$ cat src/rtl/bus_rr_sched.sv
// Round-robin bus ownership scheduler: one owner at a time, bounded tenure
// with forced revoke, and idle turnaround cycles between owners.
module bus_rr_sched #(
  parameter int N_AGENTS   = 9,
  parameter int MAX_HOLD   = 16,
  parameter int TURNAROUND = 1
) (
  input  logic                clk,
  input  logic                clr,
  input  logic [N_AGENTS-1:0] req,
  input  logic [N_AGENTS-1:0] rel,
  output logic [N_AGENTS-1:0] grant,
  output logic [3:0]          grant_id,
  output logic                bus_busy,
  output logic                timeout
);

  localparam int TW = (MAX_HOLD > 1) ? $clog2(MAX_HOLD) : 1;
  localparam int CW = (TURNAROUND > 1) ? $clog2(TURNAROUND) : 1;
  localparam logic [3:0] NO_OWNER = 4'hF;

  typedef enum logic [1:0] {IDLE, OWNED, TURN} state_t;

  state_t              state, state_n;
  logic [TW-1:0]       tenure, tenure_n;
  logic [CW-1:0]       turn_cnt, turn_cnt_n;
  logic [3:0]          ptr, ptr_n;
  logic [N_AGENTS-1:0] grant_n;
  logic [3:0]          grant_id_n;
  logic                bus_busy_n, timeout_n;

  logic                win_found;
  logic [3:0]          win_id;
  logic                rel_hit;
  logic                hold_expired;
  logic [3:0]          ptr_after_owner;

  // Rotating priority scan: first requester at or after ptr, wrapping at N_AGENTS.
  always_comb begin
    win_found = 1'b0;
    win_id    = '0;
    for (int k = 0; k < N_AGENTS; k++) begin
      logic [4:0] idx;
      idx = {1'b0, ptr} + 5'(k);
      if (idx >= 5'(N_AGENTS)) idx = idx - 5'(N_AGENTS);
      if (!win_found && req[idx[3:0]]) begin
        win_found = 1'b1;
        win_id    = idx[3:0];
      end
    end
  end

  // Release only counts for the bit matching the current one-hot grant.
  assign rel_hit         = |(rel & grant);
  assign hold_expired    = (tenure == TW'(MAX_HOLD - 1));
  assign ptr_after_owner = (grant_id == 4'(N_AGENTS - 1)) ? 4'd0 : grant_id + 4'd1;

  // Next-state and next-output logic; registered outputs hold by default.
  always_comb begin
    state_n    = state;
    tenure_n   = tenure;
    turn_cnt_n = turn_cnt;
    ptr_n      = ptr;
    grant_n    = grant;
    grant_id_n = grant_id;
    bus_busy_n = bus_busy;
    timeout_n  = 1'b0;
    case (state)
      IDLE: begin
        if (win_found) begin
          state_n             = OWNED;
          grant_n             = '0;
          grant_n[win_id]     = 1'b1;
          grant_id_n          = win_id;
          bus_busy_n          = 1'b1;
          tenure_n            = '0;
        end
      end
      OWNED: begin
        if (rel_hit || hold_expired) begin
          // Release wins over a coincident timeout: no pulse in that case.
          timeout_n  = !rel_hit;
          state_n    = TURN;
          grant_n    = '0;
          grant_id_n = NO_OWNER;
          bus_busy_n = 1'b1;
          turn_cnt_n = CW'(TURNAROUND - 1);
          ptr_n      = ptr_after_owner;
        end else begin
          tenure_n = tenure + TW'(1);
        end
      end
      TURN: begin
        if (turn_cnt == '0) begin
          state_n    = IDLE;
          bus_busy_n = 1'b0;
        end else begin
          turn_cnt_n = turn_cnt - CW'(1);
        end
      end
      default: begin
        state_n    = IDLE;
        grant_n    = '0;
        grant_id_n = NO_OWNER;
        bus_busy_n = 1'b0;
      end
    endcase
  end

  // State and output registers; clr overrides everything, including an active owner.
  always_ff @(posedge clk) begin
    if (clr) begin
      state    <= IDLE;
      tenure   <= '0;
      turn_cnt <= '0;
      ptr      <= '0;
      grant    <= '0;
      grant_id <= NO_OWNER;
      bus_busy <= 1'b0;
      timeout  <= 1'b0;
    end else begin
      state    <= state_n;
      tenure   <= tenure_n;
      turn_cnt <= turn_cnt_n;
      ptr      <= ptr_n;
      grant    <= grant_n;
      grant_id <= grant_id_n;
      bus_busy <= bus_busy_n;
      timeout  <= timeout_n;
    end
  end

endmodule

$ cat config.mk
export PLATFORM = sky130hd
export DESIGN_NAME = bus_rr_sched
export DESIGN_NICKNAME = d
export VERILOG_FILES = /design/src/rtl/bus_rr_sched.sv
export SDC_FILE = /design/constraint.sdc
export NUM_CORES = 1
export LEC_CHECK = 0
export BUFFER_PORTS_ARGS = -buffer_cell sky130_fd_sc_hd__buf_2
export CELL_PAD_IN_SITES_DETAIL_PLACEMENT = 0
export CELL_PAD_IN_SITES_GLOBAL_PLACEMENT = 1
export CORE_MARGIN = 3
export CORE_UTILIZATION = 46
export DETAILED_ROUTE_END_ITERATION = 6
export HOLD_SLACK_MARGIN = 0.1
export PLACE_DENSITY = 0.81
export SLEW_MARGIN = 20
export SYNTH_ARGS = -nofsm -noshare
export SYNTH_HDL_FRONTEND = slang
export SYNTH_SLANG_ARGS = --single-unit
$ cat constraint.sdc
create_clock -name clk -period 6.24 [get_ports clk]
set_input_delay 0.312 -clock clk [delete_from_list [all_inputs] [get_ports clk]]
set_output_delay 0.312 -clock clk [all_outputs]
set_load 0.01 [all_outputs]
==> results of run 1 <==
## power by group through the flow
| stage | sequential [W] | combinational (W) | clock, W |
|---|---|---|---|
| final | 0.000248 | 0.00245 | 0.000144 |
| after floorplan | 0.000257 | 0.00182 | 0 |
| after global placement | 0.000247 | 0.00236 | 0 |
| after CTS | 0.000247 | 0.00239 | 0.000143 |
| after global routing | 0.000253 | 0.00265 | 0.000151 |
| after detailed placement | 0.000250 | 0.00238 | 0 |
## cell type report
class / instances / area, sq um
fill: 1178 / 5793
multi-input combinational: 673 / 4631
sequential: 25 / 501.7
timing repair buffer: 45 / 252.7
tap: 143 / 178.9
inverter: 21 / 78.83
clock buffer: 3 / 75.07
clock inverter: 1 / 5.005
## through the flow
stage	power [W]	std cells	util, %
floorplan	0.002077	776	-
global placement	0.002603	907	49.00
detailed placement	0.002632	907	49.00
CTS	0.002784	911	49.70
global route	0.003059	911	49.70
finish	0.002843	911	49.70
## cell families (layout without fill, tap and decap cells)
| kind of cell | count (synthesis) | count (layout) | share of synthesized area (%) |
|---|---|---|---|
| AND/OR/NAND/NOR | 311 | 311 | 30.04 |
| flip-flops | 25 | 25 | 9.137 |
| adder cells (fa/ha/maj) | 25 | 25 | 5.710 |
| XOR/XNOR | 27 | 27 | 4.728 |
| multiplexers | 39 | 39 | 8.223 |
| buffers and inverters | 78 | 70 | 6.327 |
| AO/OA/AOI/OAI | 271 | 271 | 35.84 |
## Yosys cell counts, types with 11 or more instances
cell and number:
clkbuf_1 21, a31oi_1 18, nor3_1 33, a211oi_1 14, dfxtp_1 25, xnor2_1 18
ha_1 25, nor2b_1 15, mux2i_1 27, nand2_1 73, inv_1 20, buf_2 25
nor2_1 66, nand3_1 25, a21o_1 11, o21ai_0 48, a21oi_1 38, nand2b_1 22
o211ai_1 11
## cells in the final DEF (no fill, tap or decap), types with 14 or more instances in the layout
cell,synthesis,routed
inv_1,20,20
nor2b_1,15,15
xnor2_1,18,18
nand2b_1,22,22
buf_2,25,34
a211oi_1,14,14
nand3_1,25,25
dfxtp_1,25,24
nor2_1,66,66
o21ai_0,48,48
ha_1,25,25
nand2_1,73,73
a21oi_1,38,38
mux2i_1,27,27
nor3_1,33,33
a31oi_1,18,18
## worst max-delay path, delay by kind of cell (launching register included)
kind	cells	cell delay, ns
adder cells (fa/ha/maj)	1	0.40
AO/OA/AOI/OAI	6	2.23
AND/OR/NAND/NOR	4	1.51
flip-flops	1	0.34
buffers and inverters	2	0.38
## state kept, by name, summed over array words and instances (netlist names)
name / cells
bus_busy: 1
tenure: 4
ptr: 4
timeout: 1
grant: 9
grant_id: 4
state: 2
## worst paths after layout
check / startpoint / endpoint / depth (start not counted)
worst min-delay path: clr / tenure[0] / 2
worst max register to register: ptr[0] / grant[2] / 13
worst max-delay path: ptr[0] / grant[2] / 13
worst min register to register: grant[7] / grant[7] / 2
## layer usage
metal  track usage [%]  vias to the layer above  wire length [um]
li1                  -                     2940                 -
met1             42.69                     3031              8949
met2             47.03                      347              9299
met3             2.526                       46              1621
met4             7.825                        0               578
met5                 0                        -                 0
==> impl_summary.md, run 1 <==
STA
Setup repair after global routing left no endpoint under its margin. The max-slew violation count is 0. Setup slack on the critical path of the routed design comes to around 1.3 ns. After layout, the minimum clock period comes to around 5 ns. The relative slew slack is approximately 31%.

The post-route worst hold slack is approximately 0.40 ns. Of the available clock period, the critical path in the final layout requires 79.79%. At the pin with the least slew margin, the transition time is 1.023 ns.

In the final timing run, aggregate negative setup slack is 0 ns. Setup violations remaining at the end of the flow were counted as 0. The hold violation count in the final report is 0. Between clock sinks in the finished design, the worst skew comes to 0.004544 ns. The upper clock frequency limit is around 200 MHz.

Route
After the first detailed-routing iteration, the DRC count stood at between 700 and 800. The residual antenna-violating net count after detailed routing is 0. The wire length per cell after detailed routing is 22.45 um. The average via count per standard cell is 6.986. The routed layout has approximately 6400 vias. For this block, the routed nets add up to 20.45 mm of wire.

The number of remaining DRC errors is 0. The first detailed-routing pass ran for 7 iterations.

Global route
The number of global-route vias before repair is 5600. The first global-routing pass estimated 31.40 mm of wire. The initial antenna violation count is 0.

Global routing used 29.50% of the available tracks. The maximum number of pins on one net before global-route repair is 52. The overall overflow remaining after global route is 0.

Yosys
The yosys synthesis warning count is 0. The post-synthesis instance total is just under 800. The fraction of registers with async set/reset is 0%. Sequential elements use under 10% of the synthesized area. The number of storage elements in the synthesis netlist is 25. The average instance in the mapped netlist occupies 7.059 sq um. The mapped netlist covers ~5500 sq um. After synthesis, the netlist uses 93 different library cells. Sorting the synthesized cells by area gives the leading types as dfxtp_1 (9.1%), ha_1 (5.7%), nand2_1 (5.0%). Of all cell types, the one taking the most synthesized area is dfxtp_1. The synthesized design contains 0 enable-type register cells. The synthesized netlist net count is between 800 and 900.

The most used flip-flop cell after synthesis is dfxtp_1. The portion of synthesized cell area occupied by the leading cell type is a little over 9%.

Worst setup path
Data arrives at the worst endpoint at a little over 5 ns. The cell with the biggest individual delay on the critical path is a21oi_1. At the worst endpoint, the required time is around 6.4 ns. The worst setup slack for register-to-register paths is roughly 1.3 ns. The stage delay of the slowest cell on the critical path is between 0.7 and 0.8 ns.

Among the stages of the critical path, the cell type that occurs most often is a21oi_1. Traced cell by cell, the critical path runs through buf_4, ha_1, a21oi_1, a21oi_1, nor4_1, o311ai_1, o22ai_1, or3_1, inv_1, a311oi_2, nor3b_1, nand2_1, o41ai_2. The launching element type of the critical path is a flip-flop. The class of the most critical setup path is reg -> reg. STA classifies the critical path endpoint as a flip-flop. The worst-path maximum fanout is 40.

Finish
The share of final-layout standard cells stronger than drive strength 1 is a little over an eighth. The finished layout cell area is ~5700 sq um. After the last flow step, the layout net total stands at 814.

The number of antenna diodes in the final layout is 0. The area growth from synthesis to layout is 4.477%.

Placed design
The number of buffers inserted by port buffering is 34. Routability-driven placement finished with a final weighted congestion of 0.9768. The half-perimeter wire length after detailed placement is 15.32 mm. Before CTS, the worst setup slack after placement is 1.411 ns. In this run the cell area measured after placement is about 5600 sq um.

Outcome
The flow ran to the end, and the final reports show no timing, DRC or antenna violations.

Power
In this run the power spent charging and discharging nets is roughly 0.0016 W. Per report_power, the sequential group accounts for 8.7% of the total. Per report_power, the clock group accounts for between 5 and 6% of the total. The part of the power in combinational logic is between 80% and 90%. Of the total power, the share spent switching nets is around 57%. For this design the ratio of total power to cell area is 496.7 nW/um^2.

The static leakage is around 2.3 nW. Cell internal power was estimated by the tool at ~0.0012 W. The highest ir drop seen on vdd is approximately 0.16 mV.

Clock tree
The post-CTS repair timing setup buffer count is 0. TritonCTS built the clock tree. TritonCTS created 3 clock buffers.

In this run the deepest clock path goes through 2 buffers. Post-CTS repair changed the size of 0 cells. Clock tree synthesis selected as its root buffer the cell clkbuf_16.

The latest clock arrival within the worst-skew pair is roughly 0.26 ns. In this run the number of H-tree levels came out at 1. The clock input transition at the sequential cells of the worst setup and hold paths is ~0.070 ns. The number of sinks driven by the clock tree is 25.

The hold-fix buffer count after cts is 0.

Floorplanning
The die covers ~13000 sq um. Once the floorplan was initialized, standard cells occupied 47.57% of the core. 35 I/O pins were placed. The cell row count is 39. Measured along the y axis, the die boundary spans approximately 120 um. The floorplan die width is roughly 120 um. The placeable core region is approximately 12000 sq um.

Run
The tool flagged a number of max-cap violations equal to 0.

Worst hold path
The classification of the worst-slack hold path is in -> reg.
(Power assumes the default switching activity.)
==> run 2, diff against run 1 <==
--- a/config.mk
+++ b/config.mk
@@ -5,14 +5,15 @@
 export SDC_FILE = /design/constraint.sdc
 export NUM_CORES = 1
 export LEC_CHECK = 0
+export ABC_AREA = 1
 export BUFFER_PORTS_ARGS = -buffer_cell sky130_fd_sc_hd__buf_2
 export CELL_PAD_IN_SITES_DETAIL_PLACEMENT = 0
 export CELL_PAD_IN_SITES_GLOBAL_PLACEMENT = 1
 export CORE_MARGIN = 3
-export CORE_UTILIZATION = 46
+export CORE_UTILIZATION = 38
 export DETAILED_ROUTE_END_ITERATION = 6
 export HOLD_SLACK_MARGIN = 0.1
-export PLACE_DENSITY = 0.81
+export PLACE_DENSITY = 0.76
 export SLEW_MARGIN = 20
 export SYNTH_ARGS = -nofsm -noshare
 export SYNTH_HDL_FRONTEND = slang
==> constraint.sdc (replaced) <==
create_clock -name clk -period 4.3 [get_ports clk]
set_input_delay 0.215 -clock clk [delete_from_list [all_inputs] [get_ports clk]]
set_output_delay 0.215 -clock clk [all_outputs]
set_load 0.01 [all_outputs]
==> run 2 against run 1 <==
Via count shrank 30%. Maximum frequency grew 29%. Final cell count shrank 8.7%. Hold slack lost 0.057 ns. Final area shrank 25%.
==> impl_summary.md, run 2 <==
STA
The hold violation count in the final report is 0 (unchanged). Setup repair after global routing missed its margin: no (unchanged). The worst-margin pin slew is 0.9997 ns (was 1.023 ns). The upper clock frequency limit is 258.7 MHz (was 200.8 MHz). The share of the clock period used by the worst path was 89.90% (was 79.79%). The post-route worst hold slack is 0.3395 ns (was 0.3967 ns). The max-slew violation count came to 0 (unchanged). The sum of negative setup slack was 0 ns (unchanged). The relative slew slack is 31.63% (was 31.29%). The setup clock skew after layout is 0.006235 ns (was 0.004544 ns). The number of setup violations in the final report is 0 (unchanged).

The clock period minus worst slack is 3.866 ns (was 4.979 ns).

Worst setup path
The class of the most critical setup path is reg -> reg (unchanged). The required time of the critical path is 4.45 ns (was 6.40 ns). The arrival time at the worst endpoint is 4.01 ns (was 5.14 ns). The nature of the critical path endpoint was a flip-flop (unchanged). The worst-path maximum fanout was 13 (was 40). The launching element of the worst setup path was ptr[1] (was ptr[0]).

The number of cells traversed by the worst register-to-register path is 19 (was 13). The source of the worst register-to-register timing path is ptr[1] (was ptr[0]). The launching element type of the critical path is a flip-flop (unchanged).

Finish
Commonest non-fill, non-tap cells in the layout: nand2_1 (177), nand3_1 (111), inv_1 (68) (was nand2_1 (73), nor2_1 (66), o21ai_0 (48)). The number of diodes was 0 (unchanged). The share of final-layout standard cells stronger than drive strength 1 is 17.31% (was 13.15%). The area used by sequential logic in the layout is 500.5 sq um (was 501.7 sq um).

The fill cell total of the finished layout was 1103 (was 1178). The area of combinational cells with multiple inputs came to 3037 sq um (was 4631 sq um). The count of nets after finishing came to 745 (was 814). The number of flip-flops under the largest register name is 9 (unchanged). The most common cell after layout, fill and taps aside is nand2_1 (unchanged). The layout overhead on the synthesized area is 9.329% (was 4.477%).

The finished layout cell area was 4282 sq um (was 5723 sq um). The most flop-heavy register was grant (unchanged).

Floorplanning
The floorplan die width is 107.5 um (was 115.1 um). The placeable core region came to 9910 sq um (was 11520 sq um). The cell row count is 36 (was 39). The initial cell density of the core is 39.52% (was 47.57%). The die height was 107.5 um (was 115.1 um). The die footprint came to 11560 sq um (was 13250 sq um). The number of primary I/O pins is 35 (unchanged).

Clock tree
The post-cts sizing count is 0 (unchanged). The post-CTS repair timing setup buffer count was 0 (unchanged). The count of H-tree levels built during CTS is 1 (unchanged). The cell chosen for the clock root is clkbuf_8 (was clkbuf_16). The clock input transition at the sequential cells of the worst setup and hold paths was 0.08 ns (was 0.07 ns).

The hold-fix buffer count after cts is 0 (unchanged). The deepest clock path buffer count is 2 (unchanged). The number of sinks driven by the clock tree is 25 (unchanged).

The latest clock arrival within the worst-skew pair was 0.26 ns (about the same). The clock tree from TritonCTS is done (unchanged). The number of CTS-inserted buffers is 3 (unchanged).

Route
The detailed-routing iteration count for the pre-antenna-repair pass came to 7 (unchanged). The number of design-rule violations left by the first detailed-router iteration is 353 (was 719). The number of remaining DRC errors is 0 (unchanged).

The wire length per cell after detailed routing is 15.26 um (was 22.45 um). The residual antenna-violating net count after detailed routing came to 0 (unchanged). The total detailed-routing wirelength is 12.69 mm (was 20.45 mm). The via total after detailed routing is 4454 (was 6364). The average via count per standard cell is 5.353 (was 6.986).

Yosys
The fraction of registers with async set/reset is 0% (unchanged). The dominant cell by count in the synthesized netlist is nand2_1 (unchanged). The number of storage elements in the synthesis netlist is 25 (unchanged). The number of distinct library cells after synthesis is 42 (was 93). The portion of synthesized cell area occupied by the leading cell type is 16.96% (was 9.137%). The mean area per synthesized cell was 5.889 sq um (was 7.059 sq um).

The post-synthesis instance area is 3916 sq um (was 5478 sq um). The synthesized netlist net count is 710 (was 821). The share of synthesized area occupied by flip-flops and latches was 12.78% (was 9.137%). The biggest area consumer among synthesized cells is nand2_1 (was dfxtp_1). The most used flip-flop cell after synthesis is dfxtp_1 (unchanged). Most common library cells after synthesis: nand2_1 (177), nand3_1 (111), inv_1 (68) (was nand2_1 (73), nor2_1 (66), o21ai_0 (48)).

Cell types occupying the most area after synthesis: nand2_1 (17%), nand3_1 (14%), dfxtp_1 (13%) (was dfxtp_1 (9.1%), ha_1 (5.7%), nand2_1 (5.0%)). The yosys synthesis warning count is 0 (unchanged). The number of enable-type register cells in the synthesized netlist is 0 (unchanged).

The post-synthesis instance total is 665 (was 776).

Global route
The overall overflow remaining after global route was 0 (unchanged). The number of global-route vias before repair was 3988 (was 5600). The total global routing track utilization is 22.16% (was 29.50%). The maximum number of pins on one net before global-route repair is 24 (was 52). The initial antenna violation count came to 0 (unchanged). The wire length of the first global-routing pass is 20.69 mm (was 31.40 mm).

Placed design
The half-perimeter wire length after detailed placement came to 10.13 mm (was 15.32 mm). The number of buffers inserted by port buffering came to 34 (unchanged). The weighted congestion reported at the end of routability-driven placement was 0.9456 (was 0.9768). The placed standard-cell area was 4237 sq um (was 5643 sq um).

Worst hold path
The launch point of the worst hold path is clr (unchanged). The cell depth of the worst hold path came to 2 (unchanged). The classification of the worst-slack hold path is in -> reg (unchanged).

Outcome
Outcome: finished clean (unchanged).

Run
The max-cap violation count is 0 (unchanged).
-- run 2: worst paths after layout --
kind | slack, ns | to
worst max-delay path | 0.43 | tenure[2]
worst min-delay path | 0.34 | grant[1]
worst max register to register | 0.43 | tenure[2]
worst min register to register | 0.47 | bus_busy
-- run 2: metal layers --
layer  vias to the layer above  global-route usage [%]  wire length, um
met3                        18                   2.519              837
met1                      2009                   33.89             6231
met2                       140                   33.61             5457
met5                         -                       0                0
met4                         0                   3.607              167
li1                       2287                       -                -
-- run 2: critical path, stage by stage, from the launching register on --
cell and delay (ns):
dfxtp_1 0.31, inv_1 0.38, ha_1 0.28, inv_2 0.06, a21oi_2 0.21, nand2_2 0.13, o21ai_1 0.35, nand3_1 0.16
nand3_1 0.12, nand3_1 0.08, nand2_1 0.33, nand4_4 0.23, nor2_8 0.19, nand4_4 0.12, nor2_4 0.20, nand3_2 0.15
nand3_2 0.17, nor2_1 0.07, xnor2_1 0.14, nor2_1 0.05
-- run 2: through the flow --
step	worst slack [ns]	utilization, %	std cells
6_report	0.4342	43.21	832
5_1_grt	0.06842	43.21	832
4_1_cts	0.4929	43.21	832
3_5_place_dp	0.5113	42.75	828
3_3_place_gp	0.6285	42.75	828
2_1_floorplan	0.9230	-	665
-- run 2: kinds of logic after synthesis --
kind of cell / after synthesis / share of synthesized area (%)
xor+xnor: 13 / 3.483
compound gates: 95 / 14.06
simple gates: 415 / 52.01
flops: 25 / 12.78
buf+inv: 92 / 9.680
fa+ha+maj: 25 / 7.987
-- run 2: final cells by class --
type                            count  area share [%]
Tap cell                          133           3.887
Sequential cell                    25           11.69
Clock buffer                        4           1.052
Timing Repair Buffer               42           5.377
Multi-Input combinational cell    548           70.92
Inverter                           80           7.072
Power of run 2 is left out: the tool's default activity adds up to more than one toggle a clock period on the data nets, which glitch-free logic cannot reach.
